**config.mk**
```make
export PLATFORM = sky130hd
export DESIGN_NAME = midi_msg_parser
export DESIGN_NICKNAME = d
export VERILOG_FILES = /design/src/rtl/midi_pkg.sv /design/src/rtl/midi_note_table.sv /design/src/rtl/midi_msg_parser.sv
export SDC_FILE = /design/constraint.sdc
export NUM_CORES = 1
export LEC_CHECK = 0
export BUFFER_PORTS_ARGS = -buffer_cell sky130_fd_sc_hd__buf_2
export CAP_MARGIN = 0
export CORE_ASPECT_RATIO = 0.9
export CORE_MARGIN = 10
export CORE_UTILIZATION = 30
export CTS_BUF_LIST = sky130_fd_sc_hd__clkbuf_4 sky130_fd_sc_hd__clkbuf_8
export CTS_CLUSTER_DIAMETER = 40
export CTS_CLUSTER_SIZE = 12
export DETAILED_ROUTE_END_ITERATION = 8
export GPL_ROUTABILITY_DRIVEN = 0
export GPL_TIMING_DRIVEN = 0
export PLACE_DENSITY = 0.44
export SLEW_MARGIN = 40
export SYNTH_ARGS = -nofsm -noshare
export SYNTH_HDL_FRONTEND = slang
export SYNTH_SLANG_ARGS = --single-unit
export TNS_END_PERCENT = 30
```
**constraint.sdc**
```tcl
create_clock -name clck -period 9.3 [get_ports clck]
set_clock_uncertainty 0.05 [all_clocks]
set_input_delay 1.395 -clock clck [delete_from_list [all_inputs] [get_ports clck]]
set_output_delay 1.395 -clock clck [all_outputs]
set_load 0.05 [all_outputs]
```
**src/rtl/midi_pkg.sv**
```systemverilog
// Shared MIDI parser types and constants.
// Status ranges, parser states and the event bundle.
package midi_pkg;

  localparam logic [3:0] NOTE_OFF = 4'h8;
  localparam logic [3:0] NOTE_ON  = 4'h9;
  localparam logic [7:0] SYS      = 8'hF0;
  localparam logic [7:0] RT       = 8'hF8;

  typedef enum logic [1:0] {
    IDLE,
    WAIT_D1,
    WAIT_D2,
    SKIP
  } state_t;

  typedef struct packed {
    logic       on;
    logic [3:0] ch;
    logic [6:0] note;
    logic [6:0] vel;
  } evt_t;

  // Program change and channel pressure carry one data byte.
  function automatic logic [1:0] data_len(
    input logic [3:0] hi
  );
    if (hi == 4'hC || hi == 4'hD) begin
      return 2'd1;
    end
    return 2'd2;
  endfunction

endpackage

```
**src/rtl/midi_note_table.sv**
```systemverilog
// Active-note bitmap and sounding-note counter.
// Ports: clck, rst_n, set, clr, note -> note_count.
module midi_note_table
  import midi_pkg::*;
(
  input  logic       clck,
  input  logic       rst_n,
  input  logic       set,
  input  logic       clr,
  input  logic [6:0] note,
  output logic [7:0] note_count
);

  logic [127:0] map_q;
  logic [7:0]   cnt_q;

  // Count moves only on real bit transitions.
  always_ff @(posedge clck or negedge rst_n) begin
    if (!rst_n) begin
      map_q <= '0;
      cnt_q <= '0;
    end else if (set && !map_q[note]) begin
      map_q[note] <= 1'b1;
      cnt_q       <= cnt_q + 8'd1;
    end else if (clr && map_q[note]) begin
      map_q[note] <= 1'b0;
      cnt_q       <= cnt_q - 8'd1;
    end
  end

  assign note_count = cnt_q;

endmodule

```
**src/rtl/midi_msg_parser.sv**
```systemverilog
// MIDI byte-stream parser emitting note on/off events.
// Ports: clck, rst_n, byte_in/byte_valid -> evt_*, note_count, led_out, err_pulse.
module midi_msg_parser
  import midi_pkg::*;
#(
  parameter int         OMNI    = 1,
  parameter logic [3:0] CHANNEL = 4'h0
) (
  input  logic       clck,
  input  logic       rst_n,
  input  logic [7:0] byte_in,
  input  logic       byte_valid,
  output logic       evt_valid,
  output logic       evt_note_on,
  output logic [3:0] evt_channel,
  output logic [6:0] evt_note,
  output logic [6:0] evt_velocity,
  output logic [7:0] note_count,
  output logic [7:0] led_out,
  output logic       err_pulse
);

  state_t     state_q;
  state_t     state_d;
  logic [7:0] status_q;
  logic [7:0] status_d;
  logic [6:0] d1_q;
  logic [6:0] d1_d;
  logic       done;
  logic       orphan;

  logic       chn_b;
  logic       sys_b;
  logic       dat_b;

  logic [3:0] hi;
  logic       is_note;
  logic       ch_ok;
  logic       emit;
  evt_t       evt_d;
  evt_t       evt_q;
  logic       evt_valid_q;
  logic       err_q;

  // Real-time bytes match none of these and fall through.
  assign chn_b = byte_valid & byte_in[7] & (byte_in < SYS);
  assign sys_b = byte_valid & (byte_in >= SYS) & (byte_in < RT);
  assign dat_b = byte_valid & ~byte_in[7];

  always_comb begin
    state_d  = state_q;
    status_d = status_q;
    d1_d     = d1_q;
    done     = 1'b0;
    orphan   = 1'b0;
    unique case (1'b1)
      chn_b: begin
        status_d = byte_in;
        state_d  = WAIT_D1;
      end
      sys_b: begin
        status_d = '0;
        state_d  = SKIP;
      end
      dat_b: begin
        unique case (state_q)
          IDLE: orphan = 1'b1;
          WAIT_D1: begin
            d1_d = byte_in[6:0];
            if (data_len(status_q[7:4]) == 2'd1) begin
              done = 1'b1;
            end else begin
              state_d = WAIT_D2;
            end
          end
          WAIT_D2: begin
            done    = 1'b1;
            state_d = WAIT_D1;
          end
          default: ;
        endcase
      end
      default: ;
    endcase
  end

  always_ff @(posedge clck or negedge rst_n) begin
    if (!rst_n) begin
      state_q  <= IDLE;
      status_q <= '0;
      d1_q     <= '0;
    end else begin
      state_q  <= state_d;
      status_q <= status_d;
      d1_q     <= d1_d;
    end
  end

  // Note messages are two-byte, so d1_q is valid when done fires.
  assign hi      = status_q[7:4];
  assign is_note = (hi == NOTE_ON) || (hi == NOTE_OFF);
  assign ch_ok   = (OMNI != 0) || (status_q[3:0] == CHANNEL);
  assign emit    = done & is_note & ch_ok;

  always_comb begin
    evt_d      = '0;
    evt_d.on   = (hi == NOTE_ON) && (byte_in[6:0] != 7'd0);
    evt_d.ch   = status_q[3:0];
    evt_d.note = d1_q;
    evt_d.vel  = byte_in[6:0];
  end

  always_ff @(posedge clck or negedge rst_n) begin
    if (!rst_n) begin
      evt_q       <= '0;
      evt_valid_q <= 1'b0;
      err_q       <= 1'b0;
    end else begin
      evt_valid_q <= emit;
      err_q       <= orphan;
      if (emit) begin
        evt_q <= evt_d;
      end
    end
  end

  midi_note_table u_table (
    .clck       (clck),
    .rst_n      (rst_n),
    .set        (emit & evt_d.on),
    .clr        (emit & ~evt_d.on),
    .note       (evt_d.note),
    .note_count (note_count)
  );

  assign evt_valid    = evt_valid_q;
  assign evt_note_on  = evt_q.on;
  assign evt_channel  = evt_q.ch;
  assign evt_note     = evt_q.note;
  assign evt_velocity = evt_q.vel;
  assign err_pulse    = err_q;
  assign led_out      = (note_count != 8'd0)
                      ? {1'b0, evt_q.note} : 8'h00;

endmodule

```
==> results.sh, run 1 <==
export IMPL_clock_sinks=174
export IMPL_clock_root_buffer="clkbuf_8"
export IMPL_grt_usage=0.172
export IMPL_rows=59
export IMPL_fin_tns_setup_ps=0
export IMPL_dr_pass1_iters=5
export IMPL_fp_dieW_um=202
export IMPL_drive_gt1_frac=0.159
export IMPL_io_buffers=46
export IMPL_cts_buffer_depth=2
export IMPL_final_cell_mix="o21ai_0 (262), dfrtp_1 (174), a21oi_1 (139)"
export IMPL_synth_area_um2=8910
export IMPL_fmax_ghz=0.207
export IMPL_yosysTopAreaCellShare=0.488
export IMPL_synth_area_leader_cell="dfrtp_1"
export IMPL_utilization=0.348
export IMPL_setup_violations=0
export IMPL_synth_seq_area_share=0.488
export IMPL_grt_max_degree=69
export IMPL_avgViaCountPerCell=5.50
export IMPL_cts_tree="done"
export IMPL_cts_buffers=17
export IMPL_grt_pass1_wl_mm=48.8
export IMPL_clk_latency_ps=490
export IMPL_ctsHoldBuffers=0
export IMPL_initial_core_util=0.306
export IMPL_r2r_slack_ps=4470
export IMPL_synth_edff_count=0
export IMPL_irDropWorstVdd_v=0.000103
export IMPL_antenna_left=0
export IMPL_synth_cells=924
export IMPL_p_leak_nw=3.83
export IMPL_maxCapViolCount=0
export IMPL_yosys_warnings=0
export IMPL_synth_flop_cell="dfrtp_1"
export IMPL_fp_coreArea_um2=29100
export IMPL_rsz0062_at_grt="false"
export IMPL_cp_end_kind="flip-flop"
export IMPL_clk_pin_slew_ps=100
export IMPL_outcome="completed"
export IMPL_grt_pass1_vias=7415
export IMPL_synthArstFlopShare=1.00
export IMPL_relSlewSlack=0.394
export IMPL_vias=7702
export IMPL_wl_per_cell_um=22.8
export IMPL_io_pins=48
export IMPL_fin_crit_sh=0.519
export IMPL_cts_htree_levels=4
export IMPL_synthDistinctLibCells=50
export IMPL_ys_ff_latch=174
export IMPL_final_common_cell="o21ai_0"
export IMPL_die_h_um=184
export IMPL_start_kind="flip-flop"
export IMPL_gr_total_overflow=0
export IMPL_die_area_um2=37000
export IMPL_layout_nets=1014
export IMPL_worstHoldPathType="reg2reg"
export IMPL_critical_path_class="reg2reg"
export IMPL_drt_iter0_markers=824
export IMPL_route_detailed_drc=0
export IMPL_required_ps=9620
export IMPL_wl_mm=31.9
export IMPL_dpl_hpwl_mm=20.7
export IMPL_synth_area_leaders="dfrtp_1 (49%), o21ai_0 (15%), mux4_2 (7.8%), a21oi_1 (7.8%), nand2_1 (4.0%)"
export IMPL_syn2layout_area_growth_pct=13.5
export IMPL_worst_path_max_fanout=10
export IMPL_finalHoldViolCount=0
export IMPL_cts_resized=0
export IMPL_min_period_ps=4830
export IMPL_antenna_found_initial=0
export IMPL_p_per_area_nw_per_um2=245
export IMPL_syn_area_per_cell_um2=9.65
export IMPL_n_antenna_cell=0
export IMPL_syn_num_nets=947
export IMPL_post_cts_repair_setup_buffers=0
export IMPL_arrival_ps=5150
export IMPL_tightest_slew_ps=908
export IMPL_slew_viol_final=0
[cell usage after synthesis, drive strengths merged (2+ instances only)]
cell    instances
or3             3
mux2i           8
or2             3
nand2          95
nor4            3
xnor2           4
mux2           13
nor3           11
nand3          15
mux4           31
a21oi         139
a21o            3
nand4           3
nand3b          2
clkbuf         34
xor2            3
nand4b          2
o32ai           2
a22o            8
nor2b           8
a31oi           4
o21ai         263
dfrtp         174
ha             11
inv             9
o22ai           2
nand2b          7
nor2           25
and2            9
buf            20
[kinds of logic (layout without fill, tap and decap cells)]
family          count (synthesis)  in the layout  share of synthesized area
compound gates                426            426                      0.247
simple gates                  189            189                      0.101
flops                         174            174                      0.488
buf+inv                        63            143                     0.0331
mux                            52             52                      0.106
fa+ha+maj                      12             12                     0.0177
xor+xnor                        7              7                    0.00688
other cells                     1              1                   0.000421
[worst max-delay path, cell delays in order, from the launching register on]
cell	delay, ps
dfrtp_1	320
buf_2	300
buf_2	430
buf_2	440
mux4_2	400
nand3b_1	100
o211ai_1	140
nand3_2	150
nand4_4	140
buf_6	210
buf_2	210
or2_2	420
ha_1	350
a21oi_1	160
a21boi_0	100
o21ai_0	220
a21o_1	180
and3b_1	150
mux2i_1	80
xnor2_1	130
[worst paths after layout]
kind,start,end,cells after the start
worst max register to register,d1_q[2],u_table.note_count[7],19
worst max-delay path,d1_q[2],u_table.note_count[7],19
max in group asynchronous,rst_n,asynchronous set/reset pin,2
worst min-delay path,evt_channel[3],evt_channel[3],2
worst min register to register,evt_channel[3],evt_channel[3],2
min in group asynchronous,rst_n,asynchronous set/reset pin,1
[through the flow]
stage	instance area (µm²)	hold slack, ps	total power, mW	std cells	worst slack (ps)
floorplan	8910	390	1.55	924	5410
detailed placement	9730	409	1.95	1368	4470
finish	10100	424	2.48	1400	4470
global placement	9640	407	1.95	1366	3640
global route	10100	450	2.61	1400	4130
CTS	10100	434	2.49	1400	4460
[final cells by class]
class                      instances  area [µm²]
tap                              396         495
sequential                       174        4350
inverter                           9        33.8
clock buffer                      18         248
fill                            3058       19000
multi-input combinational        687        4290
timing repair buffer              48         295
buffer                            54         264
clock inverter                    14         134
[routing by layer]
layer	up-vias	wire length (µm)	GRT usage
met1	3904	15400	0.249
met3	41	1780	0.0310
met5	-	0	0
met4	0	736	0.0523
li1	3514	-	-
met2	243	14000	0.255
[power by group]
group / leakage (nW) / total (mW) / switching (mW) / internal (mW)
Clock: 0.184 / 0.538 / 0.315 / 0.223
Combinational: 1.94 / 1.08 / 0.816 / 0.261
Sequential: 1.71 / 0.865 / 0.0564 / 0.809
Total: 3.83 / 2.48 / 1.19 / 1.29
Note: power is estimated with default switching activity, not from simulation.
==> run 2, diff against run 1 <==
--- a/config.mk
+++ b/config.mk
@@ -5,6 +5,7 @@
 export SDC_FILE = /design/constraint.sdc
 export NUM_CORES = 1
 export LEC_CHECK = 0
+export ABC_AREA = 1
 export BUFFER_PORTS_ARGS = -buffer_cell sky130_fd_sc_hd__buf_2
 export CAP_MARGIN = 0
 export CORE_ASPECT_RATIO = 0.9
==> constraint.sdc (replaced) <==
create_clock -name clck -period 4.5 [get_ports clck]
set_clock_uncertainty 0.05 [all_clocks]
set_input_delay 0.675 -clock clck [delete_from_list [all_inputs] [get_ports clck]]
set_output_delay 0.675 -clock clck [all_outputs]
set_load 0.05 [all_outputs]
==> results.sh, run 2 <==
export IMPL_finalHoldViolCount=0
export IMPL_post_cts_repair_setup_buffers=0
export IMPL_crit_top_cell="nand2_1"
export IMPL_syn_num_nets=1555
export IMPL_rows=63
export IMPL_clock_root_buffer="clkbuf_8"
export IMPL_cts_buffers=17
export IMPL_crit_chain="buf_4 -> clkbuf_1 -> nand2_1 -> nand3_1 -> nand2_1 -> o21ai_1 -> nand2_1 -> o21ai_1 -> nand2_1 -> nor2_2 -> nand2_2 -> ha_1 -> a21oi_1 -> nand2_1 -> a21oi_1 -> o21bai_1 -> nand2_1 -> nand2_1 -> a21oi_1 -> nand3b_1 -> nand2_1 -> nand2_1 -> nand2_1"
export IMPL_start_kind="flip-flop"
export IMPL_maxCapViolCount=0
export IMPL_worst_path_max_fanout=11
export IMPL_final_cell_mix="nand2_1 (624), nand3_1 (189), nor2_1 (185)"
export IMPL_p_per_area_nw_per_um2=462
export IMPL_synth_area_um2=10200
export IMPL_dpl_hpwl_mm=23.4
export IMPL_finalWorstSetupSlack_ps=313
export IMPL_setup_violations=0
export IMPL_cp_end_kind="flip-flop"
export IMPL_grt_pass1_wl_mm=55.2
export IMPL_drt_iter0_markers=1044
export IMPL_fp_dieW_um=214
export IMPL_die_h_um=195
export IMPL_rsz0062_at_grt="false"
export IMPL_synth_area_leaders="dfrtp_1 (43%), nand2_1 (23%), nand3_1 (9.3%), nor2_1 (6.9%), inv_1 (6.1%)"
export IMPL_synth_cells=1532
export IMPL_final_common_cell="nand2_1"
export IMPL_place_ws_ps=219
export IMPL_dr_pass1_iters=5
export IMPL_syn_area_per_cell_um2=6.64
export IMPL_yosysMostFrequentCell="nand2_1"
export IMPL_placed_cells=2035
export IMPL_syn2layout_area_growth_pct=13.6
export IMPL_io_buffers=46
export IMPL_grt_pass1_vias=9033
export IMPL_wl_per_cell_um=17.2
export IMPL_yosys_warnings=0
export IMPL_synth_seq_area_share=0.428
export IMPL_fmax_ghz=0.239
export IMPL_timing_rr_start="d1_q[0]"
export IMPL_critical_path_class="reg2reg"
export IMPL_slew_viol_final=0
export IMPL_whs_ps=19.8
export IMPL_clk_pin_slew_ps=100
export IMPL_irDropWorstVdd_v=0.000314
export IMPL_antenna_left=0
export IMPL_fin_crit_sh=0.930
export IMPL_antenna_found_initial=0
export IMPL_worstHoldPathType="in2async"
export IMPL_initial_core_util=0.307
export IMPL_regToRegEndpoint="u_table.note_count[7]"
export IMPL_wl_mm=35.6
export IMPL_vias=9657
export IMPL_route_detailed_drc=0
export IMPL_grt_usage=0.170
export IMPL_io_pins=48
export IMPL_relSlewSlack=0.345
export IMPL_gr_total_overflow=0
export IMPL_avgViaCountPerCell=4.67
export IMPL_utilization=0.348
export IMPL_n_antenna_cell=0
export IMPL_cts_tree="done"
export IMPL_yosysTopAreaCellShare=0.428
export IMPL_drive_gt1_frac=0.101
export IMPL_cp_top_family="simple AND/OR/NAND/NOR gates"
export IMPL_clk_latency_ps=500
export IMPL_p_leak_nw=5.90
export IMPL_grt_max_degree=68
export IMPL_synth_common_cells="nand2_1 (624), nand3_1 (189), nor2_1 (188)"
export IMPL_min_period_ps=4190
export IMPL_tightest_slew_ps=974
export IMPL_fp_coreArea_um2=33200
export IMPL_synth_flop_cell="dfrtp_1"
export IMPL_layout_nets=1623
export IMPL_required_ps=4850
export IMPL_synthDistinctLibCells=31
export IMPL_reg2reg_depth=23
export IMPL_synth_edff_count=0
export IMPL_synth_area_leader_cell="dfrtp_1"
export IMPL_cpMaxStageDelayCell="clkbuf_1"
export IMPL_cts_buffer_depth=2
export IMPL_max_stage_delay_ps=560
export IMPL_fin_tns_setup_ps=0
export IMPL_r2r_slack_ps=310
export IMPL_cts_htree_levels=4
export IMPL_synthArstFlopShare=1.00
export IMPL_die_area_um2=41700
export IMPL_ys_ff_latch=174
export IMPL_arrival_ps=4540
export IMPL_outcome="completed"
export IMPL_clock_sinks=174
export IMPL_crit_buf_inv=2
export IMPL_layoutNonFillerInstCount=2067
==> run 2: final cells by class <==
class / count / area, µm²
flip-flops and latches: 174 / 4350
well taps: 455 / 569
repair buffers: 49 / 307
fillers: 3641 / 21600
clock inverters: 13 / 238
clock buffers: 18 / 241
plain buffers: 76 / 467
multi-input cells: 1112 / 4750
inverters: 170 / 638
==> run 2: how the worst max path moves through the flow <==
stage	slack [ps]	depth (start not counted)	end	from
after floorplan	1400	19	u_table.note_count[7]	byte_valid
after global placement	-600	1	asynchronous set/reset pin	rst_n
after detailed placement	220	23	u_table.note_count[7]	d1_q[2]
after CTS	170	20	u_table.note_count[6]	d1_q[1]
after global routing	8	23	u_table.note_count[7]	d1_q[0]
final	310	23	u_table.note_count[7]	d1_q[0]
==> run 2: report_power, final <==
group          leakage, nW  internal (mW)  switching [mW]
Combinational         3.30          0.501            1.70
Clock                0.229          0.724           0.649
Sequential            2.37           1.66           0.104
Total                 5.90           2.89            2.45
==> run 2: timing repair <==
action                                  in CTS  in global routing
endpoints found under the setup margin       0                  2
resized for setup                            0                  2
hold endpoints to repair                     0                  0
hold buffers                                 0                  0
==> run 2: layer usage <==
layer  wire length, µm  global-route usage  vias up  share of wire
met4               432              0.0402        0          0.012
li1                  -                   -     4829              -
met5                 0                   0        -              0
met1             18100               0.249     4604           0.51
met2             15400               0.254      197           0.43
met3              1650              0.0272       27          0.046
==> run 2: kinds of logic (layout without fill, tap and decap cells) <==
family                   Yosys count  after routing  share of synthesized area
AND/OR/NAND/NOR                 1023           1023                      0.408
buffers and inverters            246            326                      0.108
adder cells (fa/ha/maj)           12             12                     0.0155
XOR/XNOR                           5              5                    0.00430
other                              1              1                   0.000368
flip-flops                       174            174                      0.428
AO/OA/AOI/OAI                     71             71                     0.0367
==> run 2: metrics by stage <==
| step | total power, mW | instance area [µm²] |
|---|---|---|
| finish | 5.34 | 11600 |
| global route | 5.65 | 11600 |
| CTS | 5.38 | 11500 |
| detailed placement | 3.99 | 11100 |
| global placement | 3.97 | 11000 |
| floorplan | 3.10 | 10200 |
==> run 3, diff against run 2 <==
--- a/config.mk
+++ b/config.mk
@@ -16,8 +16,8 @@
 export CTS_CLUSTER_SIZE = 12
 export DETAILED_ROUTE_END_ITERATION = 8
 export GPL_ROUTABILITY_DRIVEN = 0
-export GPL_TIMING_DRIVEN = 0
 export PLACE_DENSITY = 0.44
+export RECOVER_POWER = 25
 export SLEW_MARGIN = 40
 export SYNTH_ARGS = -nofsm -noshare
 export SYNTH_HDL_FRONTEND = slang
==> results.sh, run 3 (synthesis gave the netlist of run 2 again) <==
export IMPL_cts_buffer_depth=2
export IMPL_initial_core_util=0.307
export IMPL_die_h_um=195
export IMPL_slew_viol_final=108
export IMPL_grtUsageMet3=0.0236
export IMPL_io_buffers=46
export IMPL_clk_latency_ps=500
export IMPL_multi_input_area_um2=4760
export IMPL_fp_dieW_um=214
export IMPL_fp_coreArea_um2=33200
export IMPL_syn2layout_area_growth_pct=10.2
export IMPL_antenna_found_initial=0
export IMPL_grt_pass1_vias=8712
export IMPL_drive_gt1_frac=0.0784
export IMPL_tightest_slew_ps=3040
export IMPL_n_antenna_cell=0
export IMPL_fmax_ghz=0.252
export IMPL_worstHoldPathType="reg2reg"
export IMPL_required_ps=4850
export IMPL_rsz0062_at_grt="false"
export IMPL_layout_nets=1566
export IMPL_fill_cells=3582
export IMPL_setup_violations=0
export IMPL_dpl_hpwl_mm=18.5
export IMPL_vias=9105
export IMPL_worst_path_max_fanout=40
export IMPL_final_common_cell="nand2_1"
export IMPL_grt_max_degree=129
export IMPL_die_area_um2=41700
export IMPL_gr_total_overflow=0
export IMPL_p_per_area_nw_per_um2=446
export IMPL_fin_tns_setup_ps=0
export IMPL_finalHoldViolCount=0
export IMPL_critical_path_class="reg2reg"
export IMPL_relSlewSlack=-1.03
export IMPL_cts_buffers=17
export IMPL_route_detailed_drc=0
export IMPL_fin_crit_sh=0.883
export IMPL_use_met2=0.231
export IMPL_cts_resized=0
export IMPL_grt_usage=0.148
export IMPL_ctsHoldBuffers=0
export IMPL_antenna_left=0
export IMPL_use_met1=0.210
export IMPL_dr_pass1_iters=5
export IMPL_start_kind="flip-flop"
export IMPL_irDropWorstVdd_v=0.000221
export IMPL_grt_pass1_wl_mm=49.6
export IMPL_clock_sinks=174
export IMPL_placed_area_um2=10800
export IMPL_violations="max-capacitance violations, max-slew violations"
export IMPL_fin_area_um2=11200
export IMPL_rows=63
export IMPL_clock_root_buffer="clkbuf_8"
export IMPL_post_cts_repair_setup_buffers=0
export IMPL_io_pins=48
export IMPL_maxCapViolCount=1
export IMPL_cts_tree="done"
export IMPL_outcome="complete, but fails checks"
export IMPL_final_cell_mix="nand2_1 (616), nand3_1 (189), nor2_1 (187)"
export IMPL_busiest_layer="met2"
export IMPL_clk_pin_slew_ps=100
export IMPL_avgViaCountPerCell=4.53
export IMPL_wl_per_cell_um=15.2
export IMPL_wl_mm=30.5
export IMPL_seqCellArea_um2=4360
export IMPL_min_period_ps=3970
export IMPL_drt_iter0_markers=686
export IMPL_p_leak_nw=5.61
export IMPL_cts_htree_levels=4
export IMPL_arrival_ps=4320
export IMPL_power_total_mw=5.01
export IMPL_cp_end_kind="flip-flop"
[run 3: cell types whose count changed in the layout (fill, tap and decap cells not counted), sizes merged]
cell / delta
buf: -44
clkbuf: -13
bufinv: -3
clkinv: +2
inv: +2
[run 3: per-layer routing]
metal,vias up,wire [µm]
li1,4712,-
met1,4249,15700
met2,130,13700
met3,14,822
met4,0,282
met5,-,0
[run 3: stage by stage]
step	worst slack (ps)	cells	util	hold slack [ps]
3_5_place_dp	468	1979	0.326	405
3_3_place_gp	619	1979	0.325	404
5_1_grt	114	2011	0.338	422
6_report	527	2011	0.338	426
2_1_floorplan	1400	1532	-	329
4_1_cts	464	2011	0.339	122
[run 3: layout make-up]
type,count,share of cell area
flip-flops and latches,174,0.388
clock inverters,14,0.0163
clock buffers,18,0.0215
multi-input cells,1112,0.424
inverters,170,0.0571
repair buffers,68,0.0419
well taps,455,0.0507
[run 3: worst paths after layout]
kind                       cells after the start                          to  slack [ps]       from
setup / recovery                              23       u_table.note_count[7]         530    d1_q[0]
hold / removal                                 2                   flip-flop         430  flip-flop
setup reg to reg                              23       u_table.note_count[7]         530    d1_q[0]
hold reg to reg                                2                   flip-flop         430  flip-flop
max in group asynchronous                      1       u_table.note_count[7]        1530      rst_n
min in group asynchronous                      1  asynchronous set/reset pin        1050      rst_n
[run 3: power breakdown]
group	switching, mW	total [mW]	internal (mW)
clock network	0.671	1.24	0.565
registers	0.101	1.77	1.67
logic	1.53	2.00	0.477
[run 3: critical path, stage by stage, from the launching register on]
cell,delay [ps]
dfrtp_2,440
inv_2,360
buf_12,280
nand2_1,70
nand3_1,80
nand2_1,50
o21ai_0,270
nand2_1,130
o21ai_1,150
nand2_1,70
nor2_2,180
nand2_2,250
ha_1,410
a21oi_1,130
nand2_1,90
a21oi_1,170
o21bai_1,110
nand2_1,70
nand2_1,50
a21oi_1,150
nand3b_1,150
nand2_1,60
nand2_1,50
nand2_1,40
